`src/rtl/if_fetch_buf_pkg.sv`:
```
// Shared defaults and types for the instruction-fetch prefetch stage.
// Widths here are defaults; the top and the buffer take them as overridable parameters.
package if_fetch_buf_pkg;

    localparam int unsigned DefAddrW     = 32;
    localparam int unsigned DefDataW     = 32;
    localparam int unsigned DefDepth     = 4;
    localparam int unsigned DefInstBytes = 4;
    localparam logic [DefAddrW-1:0] DefResetPc = '0;

    // Which source drives the next fetch address, highest priority last.
    typedef enum logic [1:0] {
        SrcHold,
        SrcAccept,
        SrcBrPred,
        SrcNew
    } addr_src_e;

    // A buffer entry is {pc, inst}.
    function automatic int unsigned entry_w(int unsigned addr_w, int unsigned data_w);
        return addr_w + data_w;
    endfunction

endpackage

```
`src/rtl/if_fetch_buf_fetch_fifo.sv`:
```
// Prefetch storage: DEPTH entries with push, pop, flush and a combinational head.
// Callers gate push/pop/flush with the global enable so the buffer freezes with the pipe.
module if_fetch_buf_fetch_fifo
    import if_fetch_buf_pkg::*;
#(
    parameter int unsigned DEPTH = DefDepth,
    parameter int unsigned WIDTH = entry_w(DefAddrW, DefDataW)
) (
    input  logic                     clk,
    input  logic                     rst,
    input  logic                     push,
    input  logic                     pop,
    input  logic                     flush,
    input  logic [WIDTH-1:0]         wdata,
    output logic [WIDTH-1:0]         head,
    output logic [$clog2(DEPTH):0]   count
);

    localparam int unsigned PtrW = $clog2(DEPTH);
    localparam int unsigned CntW = PtrW + 1;

    logic [WIDTH-1:0] mem [DEPTH];
    logic [PtrW-1:0]  head_ptr;
    logic [PtrW-1:0]  tail_ptr;
    logic [CntW-1:0]  cnt;

    always_ff @(posedge clk) begin
        if (rst) begin
            head_ptr <= '0;
            tail_ptr <= '0;
            cnt      <= '0;
            for (int i = 0; i < int'(DEPTH); i++) begin
                mem[i] <= '0;
            end
        end else if (flush) begin
            head_ptr <= '0;
            tail_ptr <= '0;
            cnt      <= '0;
        end else begin
            if (push) begin
                mem[tail_ptr] <= wdata;
                tail_ptr      <= tail_ptr + 1'b1;
            end
            if (pop) begin
                head_ptr <= head_ptr + 1'b1;
            end
            cnt <= cnt + CntW'(push) - CntW'(pop);
        end
    end

    assign head  = mem[head_ptr];
    assign count = cnt;

endmodule

```
`src/rtl/if_fetch_buf.sv`:
```
// Instruction-fetch stage: one outstanding icache request running ahead into a prefetch
// buffer, with ROB-cleaner and branch-prediction redirects that flush and re-target.
module if_fetch_buf
    import if_fetch_buf_pkg::*;
#(
    parameter int unsigned       ADDR_W     = DefAddrW,
    parameter int unsigned       DATA_W     = DefDataW,
    parameter int unsigned       DEPTH      = DefDepth,
    parameter logic [ADDR_W-1:0] RESET_PC   = ADDR_W'(DefResetPc),
    parameter int unsigned       INST_BYTES = DefInstBytes
) (
    input  logic                     clk,
    input  logic                     rst,
    input  logic                     rdy,

    output logic                     icache_en_o,
    output logic [ADDR_W-1:0]        icache_addr_o,
    input  logic                     icache_rdy_i,
    input  logic [DATA_W-1:0]        icache_data_i,

    output logic                     iq_valid_o,
    input  logic                     iq_ready_i,
    output logic [DATA_W-1:0]        iq_data_o,
    output logic [ADDR_W-1:0]        iq_pc_o,

    input  logic                     new_en_i,
    input  logic [ADDR_W-1:0]        new_pc_i,
    input  logic                     br_pred_en_i,
    input  logic [ADDR_W-1:0]        br_pred_pc_i,

    output logic [$clog2(DEPTH):0]   occupancy_o
);

    localparam int unsigned OccW    = $clog2(DEPTH) + 1;
    localparam int unsigned EntryW  = entry_w(ADDR_W, DATA_W);
    // Redirect targets are forced onto an instruction boundary.
    localparam logic [ADDR_W-1:0] AlignMask = ~(ADDR_W'(INST_BYTES) - ADDR_W'(1));

    logic              en_q, en_d;
    logic [ADDR_W-1:0] addr_q, addr_d;
    addr_src_e         src;
    logic              redirect;
    logic              push, pop, flush;
    logic [OccW-1:0]   occ, occ_next;
    logic [EntryW-1:0] head;

    always_comb begin
        src = SrcHold;
        if (new_en_i) begin
            src = SrcNew;
        end else if (br_pred_en_i) begin
            src = SrcBrPred;
        end else if (en_q && icache_rdy_i) begin
            src = SrcAccept;
        end
    end

    assign redirect = (src == SrcNew) || (src == SrcBrPred);
    assign flush    = rdy && redirect;
    assign push     = rdy && (src == SrcAccept);
    // A redirect voids any pop offered in the same cycle.
    assign pop      = rdy && !redirect && iq_valid_o && iq_ready_i;
    assign occ_next = occ + OccW'(push) - OccW'(pop);

    always_comb begin
        addr_d = addr_q;
        en_d   = occ_next < OccW'(DEPTH);
        unique case (src)
            SrcNew: begin
                addr_d = new_pc_i & AlignMask;
                en_d   = 1'b1;
            end
            SrcBrPred: begin
                addr_d = br_pred_pc_i & AlignMask;
                en_d   = 1'b1;
            end
            SrcAccept: addr_d = addr_q + ADDR_W'(INST_BYTES);
            SrcHold:   addr_d = addr_q;
        endcase
    end

    always_ff @(posedge clk) begin
        if (rst) begin
            en_q   <= 1'b0;
            addr_q <= RESET_PC;
        end else if (rdy) begin
            en_q   <= en_d;
            addr_q <= addr_d;
        end
    end

    if_fetch_buf_fetch_fifo #(
        .DEPTH (DEPTH),
        .WIDTH (EntryW)
    ) u_fifo (
        .clk   (clk),
        .rst   (rst),
        .push  (push),
        .pop   (pop),
        .flush (flush),
        .wdata ({addr_q, icache_data_i}),
        .head  (head),
        .count (occ)
    );

    assign icache_en_o   = en_q;
    assign icache_addr_o = addr_q;
    assign iq_valid_o    = occ != '0;
    assign iq_pc_o       = head[EntryW-1:DATA_W];
    assign iq_data_o     = head[DATA_W-1:0];
    assign occupancy_o   = occ;

endmodule
```
`config.mk`:
```
export PLATFORM = sky130hd
export DESIGN_NAME = if_fetch_buf
export DESIGN_NICKNAME = d
export VERILOG_FILES = /design/src/rtl/if_fetch_buf_pkg.sv /design/src/rtl/if_fetch_buf_fetch_fifo.sv /design/src/rtl/if_fetch_buf.sv
export SDC_FILE = /design/constraint.sdc
export NUM_CORES = 1
export LEC_CHECK = 0
export CAP_MARGIN = 0
export CORE_MARGIN = 3
export CORE_UTILIZATION = 48
export DETAILED_ROUTE_END_ITERATION = 16
export PLACE_DENSITY = 0.7
export SLEW_MARGIN = 10
export SYNTH_ARGS = -nofsm -noshare
export SYNTH_HDL_FRONTEND = slang
export SYNTH_SLANG_ARGS = --single-unit
```
`constraint.sdc`:
```
create_clock -name clk -period 10.7 [get_ports clk]
set_input_delay 2.14 -clock clk [delete_from_list [all_inputs] [get_ports clk]]
set_output_delay 2.14 -clock clk [all_outputs]
set_load 0.05 [all_outputs]
```
After elaboration in Yosys (flattened, before gate mapping)

Memory sizes are Yosys's and may differ from the RTL's. A register that Yosys moved wholly into a read port is not among the register bits.
Cells that the tools add are included.

Flip-flop bits (word level): 40
Bits in latches: 0
Memory bits (writable): 256
ROM bits: 0
Input bits: 103
Output and inout port bits: 101
Logic and storage cells: 46
Memories: 1

$add $sub $neg: 5
Multiply operators: 0
Divide/modulo/power cells: 0
Order comparisons: 1
Equal/unequal tests: 3
Shifts and indexed selects: 0
Mux-type cells: 16
Bitwise logic cells: 1
Reduce and logical (&&, ||, !) cells: 14

Memories:

| memory     | words | width | rd ports | clocked after Yosys merged registers in | write ports | line                          | RTL |
|---|---|---|---|---|---|---|---|
| u_fifo.mem | 4     | 64    | 1        | 1                                       | 4           | if_fetch_buf_fetch_fifo.sv:22 | `logic [WIDTH-1:0] mem [DEPTH];` |

Operators with widths:

| kind                  | count |
|---|---|
| $pmux 32 s3           | 1 |
| $mux 64               | 1 |
| $reduce_or 64->1      | 1 |
| $add 32x3->32 const B | 1 |
| $mux 2                | 5 |
| $mux 1                | 9 |
| $logic_and 1x1->1     | 6 |
| $add 2x1->2 const B   | 2 |
| $eq 2x2->1 const B    | 2 |
| $reduce_or 2->1       | 2 |
| $add 3x1->3           | 1 |
| $lt 3x3->1 const B    | 1 |
| $reduce_bool 3->1     | 1 |
| $sub 3x1->3           | 1 |
| $eq 2x1->1 const B    | 1 |
| $logic_not 2->1       | 1 |
| $reduce_and 2->1      | 1 |
| $logic_not 1->1       | 1 |
| $logic_or 1x1->1      | 1 |
| $not 1->1             | 1 |

Logic depth before layout (Yosys ltp)

Gate-level depths: netlist of run 1.

Word-level depth: 13
Depth in mapped cells: 12
Depth with buffers taken out: 11

By module

A second synthesis of run 1 with hierarchy kept.

Cells, all modules: 1061
Area, all modules: 13875.8 um^2

By module, submodules not included:

| module                  | times used | cells each | area an instance (um^2) | seq. area each (um^2) |
|---|---|---|---|---|
| if_fetch_buf_fetch_fifo | 1          | 733        | 11502.3                 | 7867.5 |
| if_fetch_buf            | 1          | 328        | 2373.5                  | 620.6 |

Worst setup path before layout of run 1

Ideal clock, no wire load.

Path kind: input port to flip-flop
Start: input new_en_i
End: memory u_fifo.mem[2][0] (netlist bit), enable pin
Setup time: 0.651 ns
Arrival: 9.039 ns
Data required time: 10.049 ns
Path slack: 1.010 ns
Cell stages on the path: 3
Path buffers: 1
Cells stage by stage: buf_2 -> or3b_4 -> o41ai_1

RTL lines:

| what               | line                          | RTL |
|---|---|---|
| start: declaration | if_fetch_buf.sv:26            | `input logic new_en_i,` |
| end: declaration   | if_fetch_buf_fetch_fifo.sv:22 |  |

==> results.sh, run 1 <==
export IMPL_clkSinkCount=288
export IMPL_cp_arrival_ps=3420
export IMPL_num_rows=60
export IMPL_yosysUniqueCellTypes=73
export IMPL_power_leakage_uw=0.00619
export IMPL_fin_tns_setup_ps=0
export IMPL_grt_max_degree=63
export IMPL_syn_area_per_cell_sq_um=13.9
export IMPL_status="complete, no violations"
export IMPL_cts_clk_slew_worst_paths_ps=70
export IMPL_async_flop_share_pct=0
export IMPL_yosys_warnings=0
export IMPL_worst_pin_slew_ps=1190
export IMPL_setup_viol=0
export IMPL_finClkSkew_ps=10.3
export IMPL_synth_seq_cells=288
export IMPL_syn_area_sq_mm=0.0134
export IMPL_initial_core_util_pct=49.3
export IMPL_drtIter0Drc=835
export IMPL_path_buf_inv=2
export IMPL_ir_drop_mv=0.102
export IMPL_drc=0
export IMPL_grt_pass1_vias=9124
export IMPL_p_per_area_mw_per_mm2=152
export IMPL_cts_hold_buffers=0
export IMPL_dp_hpwl_microns=20600
export IMPL_crit_chain="buf_4 > mux4_2 > clkdlybuf4s50_1"
export IMPL_vias_per_cell=5.84
export IMPL_cts_htree_levels=1
export IMPL_post_cts_buffers=0
export IMPL_grt_total_usage_pct=23.2
export IMPL_wl_microns=35300
export IMPL_drive_gt1_share_pct=13.0
export IMPL_place_congestion=0.860
export IMPL_cts_made_buffers=29
export IMPL_max_slew_margin_rel_pct=20.3
export IMPL_nets=1232
export IMPL_num_vias=8878
export IMPL_critPathCaptureType="output pin"
export IMPL_ant_nets=0
export IMPL_max_stage_delay_ps=800
export IMPL_crit_fanout=32
export IMPL_cts_tree="built"
export IMPL_portBuffers=195
export IMPL_cts_resized=0
export IMPL_synth_edff_count=248
export IMPL_worst_slack_ps=5140
export IMPL_clockBufferDepth=3
export IMPL_chipWidth_microns=173
export IMPL_drt_wirelength_per_cell_microns=23.2
export IMPL_syn_to_final_growth_pct=22.8
export IMPL_slowest_stage="dfxtp_4"
export IMPL_startpoint_type="flip-flop"
export IMPL_cp_data_required_time_ps=8560
export IMPL_core_area_sq_mm=0.0273
export IMPL_hold_violations=0
export IMPL_hold_path_class="flip-flop to flip-flop"
export IMPL_grt_antenna_before_repair=0
export IMPL_synthCells=966
export IMPL_grt_overflow_total=0
export IMPL_place_ws_ps=5100
export IMPL_min_period_over_period_pct=51.9
export IMPL_die_h_microns=173
export IMPL_synth_flop_cell="edfxtp_1"
export IMPL_insertion_delay_ps=540
export IMPL_cap_violations=0
export IMPL_root_buffer="clkbuf_16"
export IMPL_diodes=0
export IMPL_drv_slew=0
export IMPL_grt_pass1_wl_microns=54400
export IMPL_rsz0062_at_grt="no"
export IMPL_dr_pass1_iters=5
export IMPL_path_delay_family="buffers and inverters"
export IMPL_path_class="flip-flop to output pin"
export IMPL_synth_seq_area_share_pct=61.4
export IMPL_layout_min_cycle_time_ps=5560
export IMPL_io_pins=204
export IMPL_die_area_sq_mm=0.0300
export IMPL_fmax_ghz=0.180
-- synth_stat cells, types with 3 or more instances --
cell type | instances | area (sq um)
buf_4 | 4 | 30.0
mux2i_1 | 3 | 30.0
a22oi_1 | 4 | 30.0
nor2_1 | 33 | 124
dfxtp_1 | 40 | 801
mux4_2 | 62 | 1400
inv_1 | 10 | 37.5
clkbuf_1 | 49 | 184
nand4_2 | 3 | 37.5
a311oi_1 | 5 | 43.8
a31oi_1 | 7 | 43.8
and3_2 | 4 | 30.0
nand4_1 | 3 | 18.8
nand3_1 | 25 | 125
and2_1 | 118 | 738
o22ai_1 | 6 | 37.5
and3_1 | 121 | 757
a32o_1 | 4 | 40.0
o21ai_0 | 21 | 105
a22o_1 | 4 | 35.0
nor3_1 | 10 | 50.1
ha_1 | 3 | 37.5
a21oi_1 | 21 | 105
buf_2 | 16 | 80.1
o311ai_1 | 4 | 35.0
clkbuf_2 | 6 | 30.0
edfxtp_1 | 248 | 7450
a221o_1 | 5 | 50.1
xnor2_1 | 4 | 35.0
nand2_1 | 49 | 184
nor4_4 | 3 | 63.8
buf_6 | 7 | 78.8
o211ai_1 | 9 | 67.6
nor4_1 | 9 | 56.3
-- cells in the final DEF (no fill, tap or decap), types with 4 or more instances in the layout --
master / count
a21oi_1: 21
a221o_1: 5
a22o_1: 4
a22oi_1: 4
a311oi_1: 5
a31oi_1: 7
a32o_1: 4
and2_1: 117
and3_1: 121
and3_2: 4
buf_4: 14
clkbuf_1: 14
clkbuf_16: 29
clkbuf_8: 4
clkdlybuf4s50_1: 195
conb_1: 4
dfxtp_1: 38
edfxtp_1: 248
inv_1: 10
mux4_2: 62
nand2_1: 48
nand3_1: 25
nor2_1: 30
nor3_1: 10
nor4_1: 9
o211ai_1: 9
o21ai_0: 19
o22ai_1: 6
o311ai_1: 4
xnor2_1: 4
-- sequential cells by signal, indices dropped and copies added (netlist names), named ones only --
register         flops
u_fifo.head_ptr      2
icache_en_o          1
u_fifo.mem         248
u_fifo.count         3
icache_addr_o       30
u_fifo.tail_ptr      2
-- path summary, 6_finish.rpt --
check                                                      from                         endpoint  slack [ps]  cells after the start
worst min register to register  u_fifo.head_ptr[1]$_SDFFE_PP0P_  u_fifo.head_ptr[1]$_SDFFE_PP0P_         540                      2
worst max register to register         icache_en_o$_SDFFE_PP0P_   icache_addr_o[25]$_SDFFE_PP0P_        7630                      6
worst max-delay path                                  flip-flop                      iq_pc_o[17]        5140                      3
worst min-delay path            u_fifo.head_ptr[1]$_SDFFE_PP0P_  u_fifo.head_ptr[1]$_SDFFE_PP0P_         540                      2
-- per-layer routing --
layer / GRT usage, % / share of wire, %
met3: 4.38 / 7.9
met5: 0 / 0
met2: 40.1 / 50
met1: 31.1 / 41
met4: 4.16 / 1.3
-- layout make-up --
type,instances,area (sq um)
Clock buffer,47,833
Clock inverter,7,63.8
Fill cell,2136,10800
Inverter,12,45.0
Multi-Input combinational cell,585,4770
Sequential cell,288,8260
Tap cell,372,465
Timing Repair Buffer,209,2060
-- logic make-up (layout without fill, tap and decap cells) --
kind of cell | count (synthesis) | count (layout) | synth area share, %
other | 1 | 4 | 0.0279
adders and majority gates | 4 | 4 | 0.429
muxes | 65 | 65 | 10.6
xor gates and xnor gates | 6 | 6 | 0.391
buffers and inverters | 96 | 275 | 3.61
and+or+nand+nor | 399 | 399 | 18.0
AOI/OAI and AO/OA | 107 | 107 | 5.48
DFF | 288 | 288 | 61.4
-- through the flow --
step                      instance area (sq um)  hold slack (ps)  utilization, %  power [uW]  std cells
after floorplan                           13400              485               -        1450        969
after global placement                    15600              500            57.2        1550       1466
after detailed placement                  15600              529            57.2        1560       1466
after CTS                                 16500              548            60.5        2510       1520
after global routing                      16500              570            60.5        2580       1520
final                                     16500              542            60.5        2500       1520
-- worst min-delay path, stage by stage, from the launching register on --
cell	delay [ps]
dfxtp_1	330
xor2_1	70
nor2_1	100
-- power breakdown --
group          internal, uW  switching (uW)
Sequential             1260            30.2
Clock                   555             411
Combinational          92.6             154
No activity file was read; power rests on OpenSTA's default activity.
==> inputs of run 2 (changes only) <==
- clock period: 10.7 -> 5.48 ns (I/O delays scaled with it)
==> results.sh, run 2 (synthesis gave the netlist of run 1 again) <==
export IMPL_status="complete, no violations"
export IMPL_num_rows=60
export IMPL_crit_chain="buf_4 > mux4_2 > clkdlybuf4s50_1"
export IMPL_worst_slack_ps=1240
export IMPL_dr_pass1_iters=5
export IMPL_root_buffer="clkbuf_16"
export IMPL_chipWidth_microns=173
export IMPL_cts_tree="built"
export IMPL_max_stage_delay_ps=860
export IMPL_portBuffers=195
export IMPL_hold_path_class="flip-flop to flip-flop"
export IMPL_hold_ws_ps=549
export IMPL_cts_clk_slew_worst_paths_ps=60
export IMPL_core_area_sq_mm=0.0273
export IMPL_p_per_area_mw_per_mm2=306
export IMPL_post_cts_buffers=0
export IMPL_nets=1237
export IMPL_drv_slew=0
export IMPL_largest_register="u_fifo.mem"
export IMPL_cts_htree_levels=1
export IMPL_grt_overflow_total=0
export IMPL_fin_tns_setup_ps=0
export IMPL_cts_resized=0
export IMPL_largest_reg_flops=248
export IMPL_grt_total_usage_pct=23.3
export IMPL_critPathCaptureType="output pin"
export IMPL_diodes=0
export IMPL_setup_viol=0
export IMPL_grt_pass1_wl_microns=54900
export IMPL_startpoint_type="flip-flop"
export IMPL_max_slew_margin_rel_pct=24.6
export IMPL_dp_cells=1470
export IMPL_drtIter0Drc=859
export IMPL_crit_fanout=36
export IMPL_ant_nets=0
export IMPL_rsz0062_at_grt="no"
export IMPL_instances_no_fill=1526
export IMPL_grt_pass1_vias=9419
export IMPL_final_cell_mix="edfxtp_1, clkdlybuf4s50_1, and3_1"
export IMPL_n_fill_cell=2147
export IMPL_cp_data_required_time_ps=4380
export IMPL_grt_max_degree=63
export IMPL_fmax_ghz=0.236
export IMPL_path_class="flip-flop to output pin"
export IMPL_drive_gt1_share_pct=14.0
export IMPL_hold_violations=0
export IMPL_cts_made_buffers=30
export IMPL_wl_microns=35400
export IMPL_drc=0
export IMPL_grt_antenna_before_repair=0
export IMPL_io_pins=204
export IMPL_initial_core_util_pct=49.3
export IMPL_finClkSkew_ps=11.8
export IMPL_num_vias=9042
export IMPL_die_h_microns=173
export IMPL_cts_hold_buffers=0
export IMPL_ir_drop_mv=0.205
export IMPL_hp_start="u_fifo.head_ptr[1]$_SDFFE_PP0P_"
export IMPL_layout_min_cycle_time_ps=4240
export IMPL_dp_hpwl_microns=21200
export IMPL_power_leakage_uw=0.00630
export IMPL_insertion_delay_ps=540
export IMPL_die_area_sq_mm=0.0300
export IMPL_cp_arrival_ps=3140
export IMPL_worst_pin_slew_ps=1130
export IMPL_slowest_stage="dfxtp_4"
export IMPL_place_ws_ps=1400
export IMPL_clkSinkCount=288
export IMPL_syn_to_final_growth_pct=24.6
export IMPL_drt_wirelength_per_cell_microns=23.2
export IMPL_timing_rr_start="u_fifo.tail_ptr[1]$_SDFFE_PP0P_"
export IMPL_place_congestion=0.861
export IMPL_clockBufferDepth=3
export IMPL_final_common_cell="edfxtp_1"
export IMPL_cap_violations=0
export IMPL_min_period_over_period_pct=77.4
export IMPL_vias_per_cell=5.93
-- run 2: cell count changes in the layout (fill, tap and decap cells not counted) --
cell	before	now
buf_12	0	4
bufinv_16	1	4
clkbuf_1	14	8
clkbuf_16	29	31
clkbuf_8	4	5
clkinv_1	3	2
clkinv_2	2	5
o41ai_2	1	0
o41ai_4	0	1
-- run 2: final cells by class --
| cell class | count | area [sq um] | share of cell area [%] |
|---|---|---|---|
| Sequential cell | 288 | 8260 | 49.4 |
| Multi-Input combinational cell | 585 | 4780 | 28.6 |
| Timing Repair Buffer | 213 | 2140 | 12.8 |
| Clock buffer | 44 | 875 | 5.23 |
| Tap cell | 372 | 465 | 2.78 |
| Clock inverter | 12 | 165 | 0.988 |
| Inverter | 12 | 45.0 | 0.269 |
-- run 2: stage by stage --
stage	utilization [%]	cell area, sq um	power [uW]
2_1_floorplan	-	13400	2820
3_5_place_dp	57.5	15700	3050
5_1_grt	61.4	16700	5270
4_1_cts	61.4	16700	5130
3_3_place_gp	57.5	15700	3040
6_report	61.4	16700	5110
-- run 2: power breakdown --
part,leakage (uW),internal [uW],switching (uW)
clock,0.000510,1290,820
sequential,0.00289,2450,59.8
combinational,0.00290,185,302
-- run 2: worst max-delay path, delay by kind of cell (launching register included) --
kind | cells | cell delay (ps)
buf+inv | 2 | 1160
flops | 1 | 860
mux | 1 | 570
-- run 2: final timing paths --
kind	to	slack, ps	depth (start not counted)
setup / recovery	iq_data_o[5]	1240	3
hold / removal	flip-flop	550	2
setup reg to reg	u_fifo.mem[2][43]$_SDFFCE_PN0P_	2560	3
hold reg to reg	flip-flop	550	2
-- run 2: metal layers --
layer | vias up | GRT usage [%] | routed length [microns]
li1 | 4030 | - | -
met1 | 4510 | 31.4 | 14400
met2 | 444 | 39.8 | 17600
met3 | 58 | 4.31 | 2780
met4 | 0 | 5.27 | 701
met5 | - | 0 | 0
